<file path="src/rtl/serial_chunk_adder.sv">
// serial_chunk_adder
//   Multi-cycle adder: computes a + b + cin over CHUNKS = WIDTH/DIGIT cycles.
//   Each cycle adds one DIGIT-wide chunk, LSB chunk first, through a DIGIT-bit adder
//   with a registered carry. Valid/ready handshake on both input and output sides.
//   Optional feature macro: SERIAL_CHUNK_ADDER_SUB_EN adds a `sub` input; sub=1 computes
//   a + ~b + cin (a - b when cin=1).
// Ports
//   clk        in   1      rising-edge clock
//   reset      in   1      asynchronous, active-high reset
//   in_valid   in   1      operands valid
//   in_ready   out  1      block can accept operands (high only in idle)
//   a, b       in   WIDTH  operands
//   cin        in   1      carry in
//   sub        in   1      subtract select (SERIAL_CHUNK_ADDER_SUB_EN builds only)
//   out_valid  out  1      result valid
//   out_ready  in   1      consumer accepts result
//   sum        out  WIDTH  result, modulo 2^WIDTH
//   cout       out  1      carry out of MSB (for subtract: 1 = no borrow)
//   ovf        out  1      signed two's complement overflow
module serial_chunk_adder #(
  parameter int unsigned WIDTH = 16,
  parameter int unsigned DIGIT = 4
) (
  input  logic             clk,
  input  logic             reset,
  input  logic             in_valid,
  output logic             in_ready,
  input  logic [WIDTH-1:0] a,
  input  logic [WIDTH-1:0] b,
  input  logic             cin,
`ifdef SERIAL_CHUNK_ADDER_SUB_EN
  input  logic             sub,
`endif
  output logic             out_valid,
  input  logic             out_ready,
  output logic [WIDTH-1:0] sum,
  output logic             cout,
  output logic             ovf
);

  localparam int unsigned DIGIT_SAFE = (DIGIT == 0) ? 1 : DIGIT;
  localparam int unsigned CHUNKS     = WIDTH / DIGIT_SAFE;
  localparam int unsigned CNT_W      = (CHUNKS > 1) ? $clog2(CHUNKS) : 1;
  localparam logic [CNT_W-1:0] LAST_CNT = CNT_W'(CHUNKS - 1);

  if ((DIGIT == 0) || ((WIDTH % DIGIT_SAFE) != 0)) begin : g_bad_digit
    $error("serial_chunk_adder: WIDTH (%0d) must be a non-zero multiple of DIGIT (%0d)",
           WIDTH, DIGIT);
  end

  typedef enum logic [1:0] {StIdle, StRun, StDone} state_e;

  state_e           state_q, state_d;
  logic [WIDTH-1:0] a_q, a_d;
  logic [WIDTH-1:0] b_q, b_d;
  logic [WIDTH-1:0] res_q, res_d;
  logic [WIDTH-1:0] sum_q, sum_d;
  logic             carry_q, carry_d;
  logic             cout_q, cout_d;
  logic             ovf_q, ovf_d;
  logic [CNT_W-1:0] cnt_q, cnt_d;

  logic [DIGIT-1:0] a_lo, b_lo;
  logic [DIGIT:0]   chunk_sum;
  logic [WIDTH-1:0] res_shift;
  logic             chunk_ovf;
  logic             b_inv;

`ifdef SERIAL_CHUNK_ADDER_SUB_EN
  assign b_inv = sub;
`else
  assign b_inv = 1'b0;
`endif

  // Operands shift right one chunk per cycle, so the active chunk is always the low DIGIT bits.
  assign a_lo      = a_q[DIGIT-1:0];
  assign b_lo      = b_q[DIGIT-1:0];
  assign chunk_sum = {1'b0, a_lo} + {1'b0, b_lo} + {{DIGIT{1'b0}}, carry_q};

  // Same-sign operands producing a different-sign result; equivalent to
  // carry-into-MSB xor carry-out-of-MSB on the final chunk.
  assign chunk_ovf = (a_lo[DIGIT-1] == b_lo[DIGIT-1]) && (chunk_sum[DIGIT-1] != a_lo[DIGIT-1]);

  // Result chunks enter at the top and shift down; after CHUNKS cycles chunk 0 sits at the LSB.
  if (CHUNKS > 1) begin : g_multi
    assign res_shift = {chunk_sum[DIGIT-1:0], res_q[WIDTH-1:DIGIT]};
  end else begin : g_single
    assign res_shift = chunk_sum[DIGIT-1:0];
  end

  always_comb begin
    state_d = state_q;
    a_d     = a_q;
    b_d     = b_q;
    res_d   = res_q;
    sum_d   = sum_q;
    carry_d = carry_q;
    cout_d  = cout_q;
    ovf_d   = ovf_q;
    cnt_d   = cnt_q;
    unique case (state_q)
      StIdle: begin
        if (in_valid) begin
          a_d     = a;
          b_d     = b_inv ? ~b : b;
          carry_d = cin;
          cnt_d   = '0;
          state_d = StRun;
        end
      end
      StRun: begin
        a_d     = a_q >> DIGIT;
        b_d     = b_q >> DIGIT;
        carry_d = chunk_sum[DIGIT];
        res_d   = res_shift;
        cnt_d   = cnt_q + CNT_W'(1);
        if (cnt_q == LAST_CNT) begin
          // sum is only updated once the full result is assembled.
          sum_d   = res_shift;
          cout_d  = chunk_sum[DIGIT];
          ovf_d   = chunk_ovf;
          cnt_d   = '0;
          state_d = StDone;
        end
      end
      StDone: begin
        if (out_ready) begin
          state_d = StIdle;
        end
      end
      default: state_d = StIdle;
    endcase
  end

  always_ff @(posedge clk or posedge reset) begin
    if (reset) begin
      state_q <= StIdle;
      a_q     <= '0;
      b_q     <= '0;
      res_q   <= '0;
      sum_q   <= '0;
      carry_q <= 1'b0;
      cout_q  <= 1'b0;
      ovf_q   <= 1'b0;
      cnt_q   <= '0;
    end else begin
      state_q <= state_d;
      a_q     <= a_d;
      b_q     <= b_d;
      res_q   <= res_d;
      sum_q   <= sum_d;
      carry_q <= carry_d;
      cout_q  <= cout_d;
      ovf_q   <= ovf_d;
      cnt_q   <= cnt_d;
    end
  end

  assign in_ready  = (state_q == StIdle);
  assign out_valid = (state_q == StDone);
  assign sum       = sum_q;
  assign cout      = cout_q;
  assign ovf       = ovf_q;

endmodule

</file>
<file path="config.mk">
export PLATFORM = sky130hd
export DESIGN_NAME = serial_chunk_adder
export DESIGN_NICKNAME = d
export VERILOG_FILES = /design/src/rtl/serial_chunk_adder.sv
export SDC_FILE = /design/constraint.sdc
export NUM_CORES = 1
export LEC_CHECK = 0
export ABC_AREA = 0
export BUFFER_PORTS_ARGS = -buffer_cell sky130_fd_sc_hd__buf_4
export CORE_ASPECT_RATIO = 0.8
export CORE_MARGIN = 2
export CORE_UTILIZATION = 34
export DETAILED_ROUTE_END_ITERATION = 6
export PLACE_DENSITY = 0.54
export SKIP_CTS_REPAIR_TIMING = 1
export SYNTH_ARGS = -nofsm -noshare
export SYNTH_HDL_FRONTEND = slang
export SYNTH_SLANG_ARGS = --single-unit
</file>
<file path="constraint.sdc">
create_clock -name clk -period 2.35 [get_ports clk]
set_input_delay 0.235 -clock clk [delete_from_list [all_inputs] [get_ports clk]]
set_output_delay 0.235 -clock clk [all_outputs]
set_load 0.03 [all_outputs]
</file>
After elaboration in Yosys (flattened, before gate mapping). Index checks and enable logic that the tools add are counted.

Register bits: 71. Input bits: 37. Word-level logic and storage cells: 39. Output and inout bits: 20.

$add $sub $neg: 3. Reduce and logical (&&, ||, !) cells: 6. Mux-type cells: 13. Equality and inequality tests: 8.

Operator list (number): $pmux W16 S2 (2); $mux W16 (2); $mux W2 (5); $pmux W2 S3 (1); $add A4 B4 Y5 (1); $add A5 B1 Y5 (1); $eq A2 B2 Y1 const B (2); $ne A2 B2 Y1 const B (2); $pmux W2 S2 (1); $reduce_and A2 Y1 (2); $reduce_and A3 Y1 (1); $add A2 B1 Y2 const B (1); $eq A2 B1 Y1 const B (1); $logic_not A2 Y1 (1); $ne A2 B1 Y1 const B (1); $pmux W1 S2 (1); $reduce_bool A2 Y1 (1); $eq A1 B1 Y1 (1); $logic_and A1 B1 Y1 (1); $mux W1 (1); $ne A1 B1 Y1 (1).

Longest topological paths before layout.
Word-level depth: 4. Mapped depth: 7. Gate-level depth less buffers: 7.

Least setup slack after synthesis. No wires, ideal clock.

Path kind: register to register. From: register a_q[0]. To: register cout_q, in the netlist cout. Data required time: 2.222 ns. Setup time: 0.128 ns. Arrival time: 1.492 ns. Path slack: 0.730 ns. Stages on the path, launching flop included: 8. Buffers on the path: 0. Clock period less this slack: 1.620 ns. Path through: dfrtp_1 -> fa_1 -> inv_1 -> fa_1 -> inv_1 -> a21o_1 -> a21oi_1 -> o21ai_0.

Word-level cells in the longest chain between the ends: 2.

RTL lines: start, declared (line 54) `logic [WIDTH-1:0] a_q, a_d;`; start signal, assigned (line 138) `a_q <= '0;`; start signal, assigned (line 148) `a_q <= a_d;`; $add A4 B4 Y5 (line 78) `assign chunk_sum = {1'b0, a_lo} + {1'b0, b_lo} + {{DIGIT{1'b0}}, carry_q};`; $add A5 B1 Y5 (line 78); end signal, assigned (line 153) `cout_q <= cout_d;`; end, declared (line 59) `logic cout_q, cout_d;`.

No other way between the ends. A chain may end at the register's enable or synchronous reset.

Final worst setup path. Same ends and word-level chain as after synthesis.

==> metrics.md <==
| Metric | Value |
|---|---|
| Outcome | finished, final reports clean |
| Sequential area share after synthesis | 54.1% |
| Critical Path Slowest Stage Cell | fa_1 |
| GR Overflow Total | 0 |
| Synthesized Nets | 344 |
| Main synth FF type | dfrtp_1 |
| Vias in the first global route | 2312 |
| Post-layout util | 44.4% |
| CP Capture Type | flop |
| Fin. max-slew vios | 0 |
| Multiplexer area fraction after synthesis | 6.14% |
| Fin cells | 477 |
| Crit path max fanout | 2 |
| Internal power | 3550 uW |
| Largest net degree at the start of global routing | 36 |
| Seq cells post-synth | 67 |
| Drt first-iter violations | 95 |
| Vias per inst | 4.94 |
| Final Cycle Share | 74.5% |
| Hpwl dp | 4650 um |
| Routability Congestion | 0.752 |
| Gr usage total | 15.4% |
| Sw power | 2090 uW |
| Ant diodes | 0 |
| Synthesis Warnings | 0 |
| Root buf cell | clkbuf_16 |
| Yosys top cell by area | dfrtp_1 |
| Crit path time final | 1.75 ns |
| Synth area leaders | dfrtp_1, nand2_1, o21ai_0 |
| Top cells by count, synth | dfrtp_1, nand2_1, o21ai_0 |
| Final Hold Vio Count | 0 |
| DR vias | 2355 |
| Proportion of power drawn by combinational gates | 38.7% |
| Initial core utilization | 34.6% |
| Ys async rst share | 100% |
| Pre-CTS setup slack | 0.608 ns |
| Sw Ratio | 37.1% |
| Syn-to-layout area delta | 28.4% |
| Clock latency on the worst-skew pair | 0.33 ns |
| Drt wl/cell | 15.0 um |
| Cells after synthesis | 301 |
| Final WS setup | 0.599 ns |
| Die Ht | 89.4 um |
| Worst vdd ir | 0.728 mV |
| # Max-Cap Violations | 0 |
| CORE AREA | 8960 um^2 |
| Filler cells | 864 |
| Top achievable clock speed | 571 MHz |
| CTS sink count | 67 |
| RSZ-0062 raised after global routing | false |
| Post-route ant nets | 0 |
| Data arrival, critical path | 1.94 ns |
| Worst-path clk slew | 0.05 ns |
| Lkg Pwr | 0.00196 uW |
| Inserted Clock Buffers | 9 |
| Avg Cell Area, Syn | 10.3 um^2 |
| Rel. slew slack | 64.9% |
| Drt pass-1 iters | 4 |
| Clock Power Share | 26.0% |
| Final nets | 400 |
| Worst Hold Class | in2reg |
| Final Cell Area | 3980 um^2 |
| Antenna violations before repair | 0 |
| Startpoint Class | flop |
| Post-synth EDFFs | 0 |
| Rows | 31 |
| First-pass GRT wire length | 11900 um |
| Synth cell types | 28 |
| Most common cell in the synthesized netlist | dfrtp_1 |
| Largest family of logic cells by synthesized area | compound AO/OA/AOI/OAI gates |
| Setup TNS | 0 ns |
| Clock skew | 0.00712 ns |
| Compound-Gate Fraction of Synth Area | 17.0% |
| Remaining routing DRC violations | 0 |
| I/O pin cnt | 57 |
| Netlist Area Pre-Place | 3100 um^2 |
| Routed WL | 7150 um |
| # port buffers | 56 |
| Setup violators final | 0 |
| CTS tree | done |
| Die area | 9900 um^2 |
| Fraction of layout cells with a size suffix above 1 | 26.8% |
| Reg power frac | 35.2% |
| CP cell instances | fa_1 > inv_1 > fa_1 > inv_1 > a21o_1 > a21oi_1 > o21ai_0 |
| DP Cell Count | 460 |
| Share of the synthesized area in the top cell type | 54.1% |
| Simple-Gate Fraction of Synth Area | 14.6% |
| XOR/XNOR Fraction of Synth Area | 0.848% |
| Post-Synth Adder-Cell Area | 2.91% |
| DIE WIDTH | 111 um |
| Crit Path Category | reg2reg |
| Worst-Margin Slew | 0.525 ns |
| Number of H-tree levels | 3 |
| Cell Area, Placed | 3640 um^2 |
| Max incr delay on CP | 0.45 ns |
| PD cells | 1420 nW/um^2 |
| WP data required | 2.54 ns |
| Clock tree buffer depth | 2 |
## area by class of cell
cell class                      instances  area [um^2]  share of cell area, %
Clock buffer                           12          256                   6.45
Clock inverter                          4         72.6                   1.82
Inverter                                8         30.0                  0.755
Multi-Input combinational cell        205         1290                   32.4
Sequential cell                        67         1680                   42.1
Tap cell                              115          144                   3.62
Timing Repair Buffer                   66          510                   12.8
## routing by layer
metal,up-vias,share of wire [%],GRT usage [%]
met4,0,0.59,3.07
met5,-,0,0
met1,1148,51,21.0
met3,6,4.9,5.63
li1,1146,-,-
met2,55,43,24.0
## flip-flops by register name (all words and copies together), names as in the netlist
| name | flops |
|---|---|
| cout | 1 |
| a_q | 16 |
| carry_q | 1 |
| b_q | 16 |
| sum | 16 |
| cnt_q | 2 |
| state_q | 2 |
| ovf | 1 |
| res_q | 12 |
## kinds of logic (layout without fill, tap and decap cells)
logic type / count (synthesis) / count (layout)
buf+inv: 29 / 90
fa+ha+maj: 6 / 6
simple gates: 90 / 90
compound gates: 92 / 92
flops: 67 / 67
mux: 14 / 14
xor+xnor: 3 / 3
## power by group through the flow
stage / clock, uW / combinational, uW / sequential, uW
final: 1470 / 2190 / 1990
after global routing: 1560 / 2450 / 2060
after CTS: 1500 / 2210 / 2000
after detailed placement: 0 / 2200 / 2010
after global placement: 0 / 2170 / 2000
after floorplan: 0 / 1360 / 2170
## path summary, 6_finish.rpt
path / from / end / depth (start not counted) / slack (ns)
worst max-delay path: a_q[0] / cout / 7 / 0.60
worst max register to register: a_q[0] / cout / 7 / 0.60
min in group asynchronous: reset / res_q[11] / 3 / 0.44
worst min-delay path: out_ready / state_q[1] / 2 / 0.09
max in group asynchronous: reset / b_q[3] / 4 / 1.34
worst min register to register: a_q[6] / a_q[6] / 2 / 0.48
## critical path, delay by kind of cell (launching register included)
family | cells | cell delay [ns]
compound gates | 3 | 0.44
fa+ha+maj | 2 | 0.65
buf+inv | 2 | 0.14
flops | 1 | 0.39
## layout by cell type (no fill, tap or decap), types with 5 or more instances in the layout
master,instances
nand2_1,53
clkbuf_16,9
a22oi_1,12
dfrtp_1,67
nor2_1,5
nor2b_1,17
inv_1,7
buf_4,64
o21ai_0,34
mux2_4,9
and3b_1,12
a21oi_1,33
## through the flow
stage	hold slack (ns)	total power (uW)
after floorplan	0.321	3530
after CTS	-0.111	5710
after detailed placement	0.238	4220
after global placement	0.236	4160
final	0.0913	5650
after global routing	0.0823	6070
Note: power is estimated with default switching activity, not from simulation.
